$ cat src/rtl/instr_fetch_if.sv
// instr_fetch_if: fetch-stage bundle carrying the byte memory port, the decode handshake and the execute redirect
//   mem_addr/mem_rd/mem_data/mem_ack  byte read port (fetch is master)
//   ir/ir_pc/ir_len/ir_valid/ir_ready instruction word delivered to decode
//   redirect/redirect_pc              flush and restart request from execute
interface instr_fetch_if;
  logic [31:0] mem_addr;
  logic        mem_rd;
  logic [7:0]  mem_data;
  logic        mem_ack;
  logic [31:0] ir;
  logic [31:0] ir_pc;
  logic [1:0]  ir_len;
  logic        ir_valid;
  logic        ir_ready;
  logic        redirect;
  logic [31:0] redirect_pc;
  modport master (
    output mem_addr, mem_rd, ir, ir_pc, ir_len, ir_valid,
    input  mem_data, mem_ack, ir_ready, redirect, redirect_pc
  );
  modport slave (
    input  mem_addr, mem_rd, ir, ir_pc, ir_len, ir_valid,
    output mem_data, mem_ack, ir_ready, redirect, redirect_pc
  );
endinterface

$ cat src/rtl/instr_fetch.sv
// instr_fetch: 65C02 fetch stage; reads the reset vector, then fetches and assembles opcode+operand bytes for decode
//   i_clk  clock, i_rst async active-high reset
//   bus    instr_fetch_if.master: byte memory port, decode valid/ready handshake, execute redirect
module instr_fetch #(
  parameter logic [31:0] RESET_VECTOR = 32'h0000FFFC
) (
  input  logic          i_clk,
  input  logic          i_rst,
  instr_fetch_if.master bus
);
  typedef enum logic [2:0] {VEC_LO, VEC_HI, FETCH, HOLD, DRAIN} state_t;
  state_t      state, nxt;
  logic [31:0] pc, pc_d, addr_d, ir_d, ir_pc_d;
  logic [1:0]  idx, idx_d, len_d, cur_len;
  logic        rd_d, valid_d;
  function automatic logic [1:0] len_of(input logic [7:0] op);
    return (op == 8'h00 || op == 8'h40 || op == 8'h60) ? 2'd1 :
           (op == 8'h20) ? 2'd3 :
           (op[3:0] == 4'h3 || op[3:0] == 4'h8 || op[3:1] == 3'b101) ? 2'd1 :
           (op[3:2] == 2'b11 || (op[3:0] == 4'h9 && op[4])) ? 2'd3 : 2'd2;
  endfunction
  // Length is decided by the opcode byte itself while it is being accepted.
  assign cur_len = (idx == 2'd0) ? len_of(bus.mem_data) : bus.ir_len;
  always_comb begin
    nxt     = state;
    pc_d    = pc;
    idx_d   = idx;
    addr_d  = bus.mem_addr;
    rd_d    = bus.mem_rd;
    ir_d    = bus.ir;
    ir_pc_d = bus.ir_pc;
    len_d   = bus.ir_len;
    valid_d = bus.ir_valid;
    case (state)
      VEC_LO:
        if (!bus.mem_rd) rd_d = 1'b1;
        else if (bus.mem_ack) begin
          pc_d   = {24'h0, bus.mem_data};
          addr_d = RESET_VECTOR + 32'd1;
          nxt    = VEC_HI;
        end
      VEC_HI:
        if (bus.mem_ack) begin
          pc_d   = {16'h0, bus.mem_data, pc[7:0]};
          addr_d = {16'h0, bus.mem_data, pc[7:0]};
          nxt    = FETCH;
        end
      FETCH:
        if (bus.mem_ack) begin
          if (idx == 2'd0) begin
            ir_d    = {24'h0, bus.mem_data};
            ir_pc_d = pc;
            len_d   = cur_len;
          end else ir_d[{idx, 3'b000} +: 8] = bus.mem_data;
          pc_d   = pc + 32'd1;
          addr_d = pc + 32'd1;
          if (idx == cur_len - 2'd1) begin
            valid_d = 1'b1;
            rd_d    = 1'b0;
            nxt     = HOLD;
          end else idx_d = idx + 2'd1;
        end
      HOLD:
        if (bus.ir_ready) begin
          valid_d = 1'b0;
          rd_d    = 1'b1;
          addr_d  = pc;
          idx_d   = 2'd0;
          nxt     = FETCH;
        end
      DRAIN: begin
        if (bus.redirect) pc_d = bus.redirect_pc;
        if (bus.mem_ack) begin
          addr_d = bus.redirect ? bus.redirect_pc : pc;
          nxt    = FETCH;
        end
      end
      default: nxt = VEC_LO;
    endcase
    // Redirect overrides any byte captured this cycle; an unacked read must complete before the address may move.
    if (bus.redirect && (state == FETCH || state == HOLD)) begin
      ir_d    = bus.ir;
      ir_pc_d = bus.ir_pc;
      len_d   = bus.ir_len;
      valid_d = 1'b0;
      pc_d    = bus.redirect_pc;
      idx_d   = 2'd0;
      rd_d    = 1'b1;
      nxt     = (!bus.mem_rd || bus.mem_ack) ? FETCH : DRAIN;
      addr_d  = (!bus.mem_rd || bus.mem_ack) ? bus.redirect_pc : bus.mem_addr;
    end
  end
  always_ff @(posedge i_clk or posedge i_rst)
    if (i_rst) begin
      state        <= VEC_LO;
      pc           <= '0;
      idx          <= '0;
      bus.mem_addr <= RESET_VECTOR;
      bus.mem_rd   <= 1'b0;
      bus.ir       <= '0;
      bus.ir_pc    <= '0;
      bus.ir_len   <= '0;
      bus.ir_valid <= 1'b0;
    end else begin
      state        <= nxt;
      pc           <= pc_d;
      idx          <= idx_d;
      bus.mem_addr <= addr_d;
      bus.mem_rd   <= rd_d;
      bus.ir       <= ir_d;
      bus.ir_pc    <= ir_pc_d;
      bus.ir_len   <= len_d;
      bus.ir_valid <= valid_d;
    end
endmodule
$ cat src/flat_wrapper.sv
// flat-port wrapper written by rule: the top's interface ports become plain ports
module instr_fetch_flat 
#(
  parameter logic [31:0] RESET_VECTOR = 32'h0000FFFC
)
  (i_clk, i_rst, bus_mem_addr, bus_mem_rd, bus_ir, bus_ir_pc, bus_ir_len, bus_ir_valid, bus_mem_data, bus_mem_ack, bus_ir_ready, bus_redirect, bus_redirect_pc);
  instr_fetch_if bus_i ();
  input  logic i_clk;
  input  logic i_rst;
  output wire logic [$bits(bus_i.mem_addr)-1:0] bus_mem_addr;
  output wire logic [$bits(bus_i.mem_rd)-1:0] bus_mem_rd;
  output wire logic [$bits(bus_i.ir)-1:0] bus_ir;
  output wire logic [$bits(bus_i.ir_pc)-1:0] bus_ir_pc;
  output wire logic [$bits(bus_i.ir_len)-1:0] bus_ir_len;
  output wire logic [$bits(bus_i.ir_valid)-1:0] bus_ir_valid;
  input wire logic [$bits(bus_i.mem_data)-1:0] bus_mem_data;
  input wire logic [$bits(bus_i.mem_ack)-1:0] bus_mem_ack;
  input wire logic [$bits(bus_i.ir_ready)-1:0] bus_ir_ready;
  input wire logic [$bits(bus_i.redirect)-1:0] bus_redirect;
  input wire logic [$bits(bus_i.redirect_pc)-1:0] bus_redirect_pc;
  assign bus_mem_addr = bus_i.mem_addr;
  assign bus_mem_rd = bus_i.mem_rd;
  assign bus_ir = bus_i.ir;
  assign bus_ir_pc = bus_i.ir_pc;
  assign bus_ir_len = bus_i.ir_len;
  assign bus_ir_valid = bus_i.ir_valid;
  assign bus_i.mem_data = bus_mem_data;
  assign bus_i.mem_ack = bus_mem_ack;
  assign bus_i.ir_ready = bus_ir_ready;
  assign bus_i.redirect = bus_redirect;
  assign bus_i.redirect_pc = bus_redirect_pc;
  instr_fetch #(.RESET_VECTOR(RESET_VECTOR)) u_core (.i_clk(i_clk), .i_rst(i_rst), .bus(bus_i));
endmodule
$ cat config.mk
export PLATFORM = sky130hd
export DESIGN_NAME = instr_fetch_flat
export DESIGN_NICKNAME = d
export VERILOG_FILES = /design/src/rtl/instr_fetch_if.sv /design/src/rtl/instr_fetch.sv /design/src/flat_wrapper.sv
export SDC_FILE = /design/constraint.sdc
export NUM_CORES = 1
export LEC_CHECK = 0
export BUFFER_PORTS_ARGS = -buffer_cell sky130_fd_sc_hd__buf_4
export CORE_MARGIN = 2
export CORE_UTILIZATION = 42
export DETAILED_ROUTE_END_ITERATION = 16
export GPL_ROUTABILITY_DRIVEN = 0
export PLACE_DENSITY = 0.72
export SLEW_MARGIN = 20
export SYNTH_ARGS = -nofsm -noshare
export SYNTH_HDL_FRONTEND = slang
export SYNTH_SLANG_ARGS = --single-unit
$ cat constraint.sdc
create_clock -name i_clk -period 11.15 [get_ports i_clk]
set_input_delay 2.23 -clock i_clk [delete_from_list [all_inputs] [get_ports i_clk]]
set_output_delay 2.23 -clock i_clk [all_outputs]
set_load 0.02 [all_outputs]
==> out/summary.txt <==
RUN STATUS
----------------------------------------------------------------------------------------
Run status ................................................................    completed

STA
----------------------------------------------------------------------------------------
Relative slew slack .......................................................        31.9%
Count of final max-slew check failures ....................................            0
Least-Margin Pin Slew .....................................................      1020 ps
Worst clock skew on the final layout ......................................      11.3 ps
Shortest clock period the worst path allows after layout ..................      4460 ps
Setup repair after global routing missed its margin .......................        false
Maximum operating frequency ...............................................      224 MHz
Count of endpoints failing hold in the final timing report ................            0
Portion of the clock cycle consumed by the worst path in the final layout .        40.0%
Setup TNS Final ...........................................................         0 ps
Number of setup violations in the final report ............................            0

JOB
----------------------------------------------------------------------------------------
# Max-Cap Violations ......................................................            0

SYNTH
----------------------------------------------------------------------------------------
Async SR Flop Fraction ....................................................         100%
Number of warning messages in the yosys log ...............................            0
Cell count after synthesis ................................................          963
Cell Area, Synth .......................................................... 0.00799 sq mm
Distinct cell type count after synthesis ..................................           73
Sequential element share of the synthesized area ..........................        43.1%
Number of enable flip-flop cells after synthesis ..........................            0
Mean instance size in the synthesized netlist .............................   8.30 sq um
Number of nets produced by synthesis ......................................         1014
Flop and latch count out of synthesis .....................................          137
Top_reg_cell synth ........................................................ sky130_fd_sc_hd__dfrtp_1

SETUP PATH
----------------------------------------------------------------------------------------
Crit Path Category ........................................................       in2reg
Required time worst endpoint ..............................................     11450 ps
Endpoint arrival time on the critical path ................................      4760 ps
Launching element type of the critical path ............................... primary input
Number of cell instances on the worst register-to-register path ...........            5
Crit path capture type ....................................................    flip-flop
Endpoint of the worst-slack reg-to-reg timing path ........................ u_core.bus.ir_valid
Internal reg-to-reg setup slack ...........................................      7760 ps
RR Startpoint ............................................................. u_core.state[0]
Max Fanout on Critical Path ...............................................           32

CTS
----------------------------------------------------------------------------------------
Buffer levels on the longest clock path ...................................            2
Later-pin clock latency in the skew report ................................       430 ps
Post-CTS setup buffer count ...............................................            0
Clock tree from TritonCTS .................................................         done
Clk slew on worst S/H paths ...............................................        60 ps
Htree depth ...............................................................            4
Post-cts resize count .....................................................            0
Number of hold buffers added after cts ....................................            0
Total number of clock tree sinks ..........................................          137
Clock tree root buffer cell ............................................... sky130_fd_sc_hd__clkbuf_16
Total CTS buffers .........................................................           17

DRT
----------------------------------------------------------------------------------------
Per-cell routed wire length ...............................................      20.6 um
Number of vias in the routed layout .......................................         8117
Remaining antenna violation count .........................................            0
Residual DRC count ........................................................            0
Drt first pass iters ......................................................            6
Detailed-route wire length ................................................      26.9 mm
Count of routing violations after the opening detailed-route iteration ....         1140
Vias/cell .................................................................         6.23

HOLD PATH
----------------------------------------------------------------------------------------
WHS Endpoint .............................................................. u_core.bus.ir_pc[0]
Worst hold-check path type ................................................      reg2reg
Worst Hold Launch ......................................................... u_core.bus.ir_pc[0]
Hold path cells ...........................................................            2

PWR
----------------------------------------------------------------------------------------
Maximum vdd ir drop .......................................................       151 uV
Power Density .............................................................  287 mW/mm^2
Total Power ...............................................................      2.81 mW
Static leakage ............................................................      4.33 nW

FLOORPLAN
----------------------------------------------------------------------------------------
Number of primary I/O pins ................................................          145
Area of the die ........................................................... 0.0201 sq mm
Core box area ............................................................. 0.0187 sq mm
FP Rows ...................................................................           50
Initial core utilization ..................................................        42.7%
Vert. Die Dim .............................................................       142 um
Width of the die ..........................................................       142 um

GLOBAL ROUTE
----------------------------------------------------------------------------------------
Global routing usage summed across all routing layers .....................        26.6%
Pin count of the biggest net entering global routing ......................           75
Total grt overflow ........................................................            0
Initial antenna violation count ...........................................            0
First-pass GRT wire length ................................................      41.4 mm
Via count of the first global-routing pass ................................         7351

FINISH
----------------------------------------------------------------------------------------
# fillers .................................................................         1750
Count of antenna diodes in the layout .....................................            0
Layout cell share with drive strength beyond 1 ............................        21.0%
Final Net Count ...........................................................         1107
Area growth from synthesis to final layout ................................        22.1%
Final Util ................................................................        52.2%

PLACE
----------------------------------------------------------------------------------------
Detail Placement HPWL .....................................................      18.1 mm
Count of buffers from port buffering ......................................          144

## metrics by stage
stage | hold WS [ps] | area [sq um] | instances | setup WS [ps]
2_1_floorplan | 510 | 7990 | 963 | 5280
3_3_place_gp | 463 | 9140 | 1271 | 6520
3_5_place_dp | 466 | 9140 | 1271 | 6400
4_1_cts | 481 | 9760 | 1303 | 6820
5_1_grt | 501 | 9760 | 1303 | 6650
6_report | 475 | 9760 | 1303 | 6690
## report_power, final
part | leakage [nW] | internal, mW | switching (mW)
clock | 0.300 | 0.369 | 0.223
combinational | 2.26 | 0.477 | 0.808
sequential | 1.77 | 0.697 | 0.231
## metal layers
metal  share of wire [%]  vias up  GRT usage (%)
li1                    -     3680              -
met1                  41     3853           36.8
met2                  45      502           39.6
met3                  10       82           7.27
met4                 3.5        0           10.9
met5                   0        -              0
## cell usage after synthesis (5+ instances only)
cell type                  number  area [sq um]
sky130_fd_sc_hd__clkbuf_1      57           214
sky130_fd_sc_hd__mux2_2         6          67.6
sky130_fd_sc_hd__a221oi_1       7          61.3
sky130_fd_sc_hd__dfstp_2       14           368
sky130_fd_sc_hd__mux2i_1        7          70.1
sky130_fd_sc_hd__ha_1           6          75.1
sky130_fd_sc_hd__buf_2         17          85.1
sky130_fd_sc_hd__inv_1         12          45.0
sky130_fd_sc_hd__nand2_1      221           830
sky130_fd_sc_hd__xnor2_1       11          96.3
sky130_fd_sc_hd__o21ai_0       94           470
sky130_fd_sc_hd__o21a_1         5          37.5
sky130_fd_sc_hd__o21ai_1        5          25.0
sky130_fd_sc_hd__o31ai_1       11          82.6
sky130_fd_sc_hd__a22oi_1        7          52.6
sky130_fd_sc_hd__and3_1         9          56.3
sky130_fd_sc_hd__nor2_1        42           158
sky130_fd_sc_hd__dfrtp_1      123          3080
sky130_fd_sc_hd__o211ai_1       5          37.5
sky130_fd_sc_hd__nor3_1        21           105
sky130_fd_sc_hd__nor4_1        10          62.6
sky130_fd_sc_hd__and2_1        13          81.3
sky130_fd_sc_hd__a311oi_1       5          43.8
sky130_fd_sc_hd__a21o_1         8          60.1
sky130_fd_sc_hd__nand4_1        8          50.1
sky130_fd_sc_hd__buf_1          9          33.8
sky130_fd_sc_hd__xor2_1         7          61.3
sky130_fd_sc_hd__a22o_1        12           105
sky130_fd_sc_hd__nand3_1       23           115
sky130_fd_sc_hd__o22ai_1       15          93.8
sky130_fd_sc_hd__a31oi_1       16           100
sky130_fd_sc_hd__nor3b_1        5          37.5
sky130_fd_sc_hd__or3_1          5          31.3
sky130_fd_sc_hd__a222oi_1       8          80.1
sky130_fd_sc_hd__a32o_1         7          70.1
sky130_fd_sc_hd__a21oi_1       61           305
## layout by cell type (no fill, tap or decap), types with 12 or more instances in the layout
master	count
sky130_fd_sc_hd__dfrtp_1	123
sky130_fd_sc_hd__nor2_1	40
sky130_fd_sc_hd__a31oi_1	16
sky130_fd_sc_hd__o22ai_1	15
sky130_fd_sc_hd__o21ai_0	94
sky130_fd_sc_hd__dfstp_2	14
sky130_fd_sc_hd__clkbuf_16	17
sky130_fd_sc_hd__a21oi_1	61
sky130_fd_sc_hd__buf_4	157
sky130_fd_sc_hd__and2_1	13
sky130_fd_sc_hd__nor3_1	21
sky130_fd_sc_hd__nand2_1	221
sky130_fd_sc_hd__a22o_1	12
sky130_fd_sc_hd__nand3_1	23
## worst max path at each step
| stage | start | endpoint | slack (ps) | cells past startpoint |
|---|---|---|---|---|
| finish | bus_redirect | u_core.pc[22] | 6690 | 8 |
| global route | bus_redirect | u_core.pc[22] | 6650 | 8 |
| CTS | bus_redirect | u_core.pc[22] | 6820 | 8 |
| detailed placement | bus_redirect | u_core.pc[22] | 6400 | 8 |
| global placement | bus_redirect | u_core.bus.ir_len[0] | 6520 | 7 |
| floorplan | i_rst | u_core.bus.ir[0] | 5280 | 1 |
## kinds of logic after synthesis
family / share of synthesized area, %
AO/OA/AOI/OAI: 25.6
AND/OR/NAND/NOR: 21.9
buffers and inverters: 4.82
adder cells (fa/ha/maj): 0.940
multiplexers: 1.72
XOR/XNOR: 1.97
flip-flops: 43.1
## area by class of cell
cell class / count / area [sq um] / area share [%]
timing repair buffer: 157 / 1180 / 12.1
inverter: 14 / 57.6 / 0.590
multi-input combinational: 729 / 4170 / 42.7
tap: 234 / 293 / 3.00
clock inverter: 11 / 143 / 1.46
clock buffer: 21 / 470 / 4.82
sequential: 137 / 3450 / 35.3
## flip-flops by register name (all words and copies together) (netlist names), 2 cells and up
signal               count
u_core.bus.ir_pc        32
u_core.idx               2
u_core.bus.ir_len        2
u_core.bus.mem_addr     32
u_core.pc               32
u_core.bus.ir           32
u_core.state             3
## critical path, stage by stage
cell and delay [ps]:
sky130_fd_sc_hd__buf_4 350, sky130_fd_sc_hd__clkinv_1 350, sky130_fd_sc_hd__nor2_2 540, sky130_fd_sc_hd__buf_4 360, sky130_fd_sc_hd__nor2_1 150, sky130_fd_sc_hd__nand2_1 400, sky130_fd_sc_hd__a21oi_1 90, sky130_fd_sc_hd__a221o_1 290
(Power assumes the default switching activity.)
